<file path="src/rtl/char_fetch.sv">
// Text-mode character renderer: maps the raster position to a character cell, fetches the
// glyph code and its font row, and emits one pixel per clock five cycles after the sample.
module char_fetch #(
   parameter int COLS         = 80,
   parameter int ROWS         = 24,
   parameter int ADDR_BITS    = 11,
   parameter int BLINK_FRAMES = 30
) (
   input  logic                 clk,
   input  logic                 reset,
   input  logic [9:0]           hcount,
   input  logic [9:0]           vcount,
   input  logic                 active_in,
   input  logic                 hsync_in,
   input  logic                 vsync_in,
   output logic [ADDR_BITS-1:0] raddr,
   input  logic [7:0]           char_in,
   output logic [10:0]          font_addr,
   input  logic [7:0]           font_data,
   input  logic [6:0]           cursor_x,
   input  logic [4:0]           cursor_y,
   output logic                 pixel_out,
   output logic                 hsync_out,
   output logic                 vsync_out,
   output logic                 active_out
);

   localparam int CNT_W = (BLINK_FRAMES > 1) ? $clog2(BLINK_FRAMES) : 1;

   logic [6:0]           col;
   logic [4:0]           row;
   logic                 in_area;
   logic                 cur_hit;
   logic [ADDR_BITS-1:0] raddr_d, raddr_q;
   logic [10:0]          font_addr_d, font_addr_q;
   logic                 font_bit;
   logic                 pixel_d, pixel_q;

   logic [4:0]           hs_q, vs_q, act_q;
   logic [3:0]           area_q, cur_q;
   logic [3:0][2:0]      phase_q;
   logic [1:0][3:0]      line_q;
   logic [1:0]           rev_q;

   logic [CNT_W-1:0]     blink_cnt_d, blink_cnt_q;
   logic                 blink_on_d, blink_on_q;
   logic                 vs_prev_q;
   logic                 vs_rise;

   assign col = hcount[9:3];
   assign row = vcount[8:4];

   // Lines at 512 and beyond would alias back onto row 0, so treat them as outside the text area.
   assign in_area = !vcount[9] && (int'(col) < COLS) && (int'(row) < ROWS);
   assign cur_hit = (col == cursor_x) && (row == cursor_y) && blink_on_q;

   always_comb begin
      raddr_d = '0;
      if (in_area) begin
         raddr_d = ADDR_BITS'(int'(row) * COLS + int'(col));
      end
   end

   assign font_addr_d = {char_in[6:0], line_q[1]};
   assign font_bit    = font_data[~phase_q[3]];
   assign pixel_d     = act_q[3] & area_q[3] & (font_bit ^ rev_q[1] ^ cur_q[3]);

   assign vs_rise = vsync_in & ~vs_prev_q;

   always_comb begin
      blink_cnt_d = blink_cnt_q;
      blink_on_d  = blink_on_q;
      if (vs_rise) begin
         if (blink_cnt_q == CNT_W'(BLINK_FRAMES - 1)) begin
            blink_cnt_d = '0;
            blink_on_d  = ~blink_on_q;
         end else begin
            blink_cnt_d = blink_cnt_q + 1'b1;
         end
      end
   end

   // Side-band data rides in shift registers whose taps line up with the fetch stages.
   always_ff @(posedge clk or posedge reset) begin
      if (reset) begin
         raddr_q     <= '0;
         font_addr_q <= '0;
         pixel_q     <= 1'b0;
         hs_q        <= '0;
         vs_q        <= '0;
         act_q       <= '0;
         area_q      <= '0;
         cur_q       <= '0;
         phase_q     <= '0;
         line_q      <= '0;
         rev_q       <= '0;
         blink_cnt_q <= '0;
         blink_on_q  <= 1'b1;
         vs_prev_q   <= 1'b0;
      end else begin
         raddr_q     <= raddr_d;
         font_addr_q <= font_addr_d;
         pixel_q     <= pixel_d;
         hs_q        <= {hs_q[3:0], hsync_in};
         vs_q        <= {vs_q[3:0], vsync_in};
         act_q       <= {act_q[3:0], active_in};
         area_q      <= {area_q[2:0], in_area};
         cur_q       <= {cur_q[2:0], cur_hit};
         phase_q     <= {phase_q[2:0], hcount[2:0]};
         line_q      <= {line_q[0], vcount[3:0]};
         rev_q       <= {rev_q[0], char_in[7]};
         blink_cnt_q <= blink_cnt_d;
         blink_on_q  <= blink_on_d;
         vs_prev_q   <= vsync_in;
      end
   end

   assign raddr      = raddr_q;
   assign font_addr  = font_addr_q;
   assign pixel_out  = pixel_q;
   assign hsync_out  = hs_q[4];
   assign vsync_out  = vs_q[4];
   assign active_out = act_q[4];

endmodule

</file>
<file path="config.mk">
export PLATFORM = sky130hd
export DESIGN_NAME = char_fetch
export DESIGN_NICKNAME = d
export VERILOG_FILES = /design/src/rtl/char_fetch.sv
export SDC_FILE = /design/constraint.sdc
export NUM_CORES = 1
export LEC_CHECK = 0
export BUFFER_PORTS_ARGS = -buffer_cell sky130_fd_sc_hd__buf_4
export CAP_MARGIN = 20
export CELL_PAD_IN_SITES_DETAIL_PLACEMENT = 1
export CELL_PAD_IN_SITES_GLOBAL_PLACEMENT = 1
export CORE_MARGIN = 3
export CORE_UTILIZATION = 46
export CTS_BUF_LIST = sky130_fd_sc_hd__clkbuf_8
export CTS_CLUSTER_SIZE = 40
export DETAILED_ROUTE_END_ITERATION = 10
export PLACE_DENSITY = 0.9
export RECOVER_POWER = 50
export SLEW_MARGIN = 20
export SYNTH_ARGS = -nofsm -noshare
export SYNTH_HDL_FRONTEND = slang
export SYNTH_SLANG_ARGS = --single-unit
</file>
<file path="constraint.sdc">
create_clock -name clk -period 6.35 [get_ports clk]
set_clock_uncertainty 0.15 [all_clocks]
set_input_delay 0.635 -clock clk [delete_from_list [all_inputs] [get_ports clk]]
set_output_delay 0.635 -clock clk [all_outputs]
set_load 0.01 [all_outputs]
</file>
==> results.toml <==
[final_layout]
fill_cells = 529
nets = 331
area_growth_pct = 32.67
regArea_um2 = 1853
multi_input_area_um2 = 748.2
diodes = 0
drive_above_1_share_pct = 34.44
finish.utilization_pct = 65.62
fin_area_um2 = 3501

[worst_hold_path]
min_from = "phase_q[3]"
hold_depth = 0
hold_path_class = "register to register"
worstHoldEndpoint = "phase_q[6]"

[detailed_routing]
wl_um = 7005
drt-pass1-iter-count = 4
route.vias.total = 1734
vias_per_cell = 5.100
wl_per_cell_um = 20.60
drt_iter0_drc = 71
drc = 0
ant_nets = 0

[logic_synthesis]
synth_top_area_share_pct = 69.23
synth_edf_count = 0
synth.avg_cell_area_um2 = 14.99
synth.area.top_cells = "dfrtp_1 (69%), ha_1 (5.2%), xnor2_1 (4.3%), mux4_1 (2.0%), and3_1 (1.7%)"
async_flop_share_pct = 100.0
yosys_warnings = 0
synth_cells = 176
syn_area_um2 = 2639
synth_ff_type = "dfrtp_1"
yosysMostFrequentCell = "dfrtp_1"
yosys.area.top_type = "dfrtp_1"
ys_seq_elements = 74
yosysUniqueCellTypes = 31
synthesis.nets = 242
yosysSeqAreaShare_pct = 70.22
synth.top_cells.by_count = "dfrtp_1 (73), xnor2_1 (13), ha_1 (11), inv_1 (9), nor2_1 (8)"

[floorplanning]
rows = 26
die_area_um2 = 6681
core_area_um2 = 5335
die_y_um = 81.74
fp.dieW_um = 81.74
ios = 79
start_util_pct = 49.46

[sta]
worst_slew_pin_slew_ns = 0.9759
relSlewSlack_pct = 34.87
final-setup-viol-count = 0
hold_viol_final = 0
rsz0062_at_grt = "false"
period_minus_slack_ns = 2.828
tns_ns = 0
timing.final.crit_share_pct = 44.54
setup_ws_ns = 3.522
max_freq_mhz = 353.6
slew_violations = 0

[grt]
overflow = 0
grt_start_max_net_pins = 50
grt_pass1_vias = 2011
antenna_found_initial = 0
grt_util_all_layers_pct = 23.07
grt_first_pass_wirelength_um = 10790

[clock_network]
cts_made_buffers = 9
h-tree-depth = 3
cts.sinks = 74
cts_tree = "yes"
cts-resized-gates = 0
clk_pin_slew_ns = 0.08
postCtsSetupBuffers = 0
clk_path_buf_depth = 2
cts_hold_buffers = 0
cts-root-buf = "clkbuf_8"
clkLatencyLatePin_ns = 0.35

[setup_path]
critPathSlowestCell = "fa_1"
reg2reg_from = "phase_q[9]"
startpoint_type = "input port"
reg2reg_depth = 4
timing.critical_path.arrival_ns = 2.95
worstPathRequired_ns = 6.47
worst_setup_path_end_kind = "register"
worstReg2RegEnd = "pixel_out"
critPathMaxStageDelay_ns = 0.43
crit_fanout = 5
path_class = "input port to register"
r2r_setup_slack_ns = 4.53
crit_chain = "clkbuf_1 -> ha_1 -> ha_1 -> inv_1 -> fa_1 -> nand2b_1 -> nor2_1 -> mux2i_1 -> o2bb2ai_1 -> mux2i_1"

[job]
cap_viol_max_count = 0

[pwr]
peakVddDrop_v = 0.0001346
cellPowerDensity_nw_per_um2 = 301.0
p_leak_uw = 0.001726

[place]
hpwl_um = 4733
io_buffers = 78
gp_routability_congestion = 0.8479
place_area_um2 = 3316
pre_cts_ws_ns = 3.242

[run_status]
status = "complete, no violations"
[through the flow]
stage | total power [µW] | hold slack, ns | instances
6_report | 1054 | 0.1982 | 340
5_1_grt | 1106 | 0.2131 | 340
4_1_cts | 1064 | 0.1869 | 340
3_5_place_dp | 683.7 | 0.1864 | 324
3_3_place_gp | 670.1 | 0.1825 | 324
2_1_floorplan | 609.6 | 0.1812 | 176
[worst max-delay path: cells and delay by family]
family                     cells  cell delay [ns]
and+or+nand+nor                2             0.46
adders and majority gates      3             0.95
muxes                          2             0.45
buffers and inverters          2             0.28
AOI/OAI and AO/OA              1             0.16
[flip-flops by register name, indices dropped and copies added, names as in the netlist]
register	cells
phase_q	12
font_addr	11
raddr	11
act_q	5
blink_cnt_q	5
hs_q	5
vs_q	5
area_q	4
cur_q	4
font_addr_d	4
line_q	4
rev_q	2
blink_on_q	1
pixel_out	1
[report_power, final]
| part | leakage, µW | total, µW | switching (µW) | internal, µW |
|---|---|---|---|---|
| registers | 0.000902 | 532 | 24.5 | 507 |
| clock network | 0.000106 | 375 | 182 | 193 |
| logic | 0.000718 | 147 | 76.2 | 70.7 |
| total | 0.00173 | 1050 | 283 | 771 |
[layer usage]
layer / vias to the layer above / part of all wire, % / GRT usage, %
met4: 0 / 1.3 / 7.143
li1: 774 / - / -
met1: 876 / 36 / 24.89
met3: 10 / 6.7 / 5.702
met2: 74 / 56 / 43.86
met5: - / 0 / 0
[worst max-delay path by stage]
stage / start / to / slack, ns / cells after the start
6_report: vcount[7] / raddr[10] / 3.52 / 10
5_1_grt: vcount[7] / raddr[10] / 3.41 / 10
4_1_cts: vcount[5] / raddr[10] / 3.60 / 10
3_5_place_dp: vcount[5] / raddr[10] / 3.24 / 10
3_3_place_gp: vcount[5] / raddr[10] / 3.42 / 10
2_1_floorplan: vcount[5] / raddr[10] / 3.63 / 9
[final cells by class]
| type | instances | share of cell area, % |
|---|---|---|
| clock buffer | 10 | 3.931 |
| inverter | 9 | 0.9650 |
| sequential | 74 | 52.93 |
| timing repair buffer | 79 | 16.40 |
| clock inverter | 6 | 1.894 |
| multi-input combinational | 92 | 21.37 |
| tap | 70 | 2.502 |
[kinds of logic after synthesis]
| group | count (synthesis) | share of synthesized area, % |
|---|---|---|
| DFF | 74 | 70.22 |
| and+or+nand+nor | 37 | 7.444 |
| AOI/OAI and AO/OA | 19 | 4.789 |
| xor gates and xnor gates | 18 | 6.259 |
| adders and majority gates | 13 | 6.733 |
| buffers and inverters | 10 | 1.422 |
| muxes | 5 | 3.129 |
[cell usage in the layout, fill, tap and decap left out, types with 4 or more instances in the layout]
| master | Yosys | layout |
|---|---|---|
| nor2_1 | 8 | 8 |
| clkbuf_1 | 1 | 5 |
| nand2_1 | 5 | 5 |
| dfrtp_1 | 73 | 73 |
| buf_4 | 0 | 58 |
| clkbuf_8 | 0 | 10 |
| a21oi_1 | 5 | 5 |
| and3_1 | 7 | 7 |
| o31ai_1 | 4 | 4 |
| xnor2_1 | 13 | 13 |
| xor2_1 | 4 | 4 |
| inv_1 | 9 | 9 |
| ha_1 | 11 | 11 |
| clkbuf_4 | 0 | 16 |
Note: power is estimated with default switching activity, not from simulation.
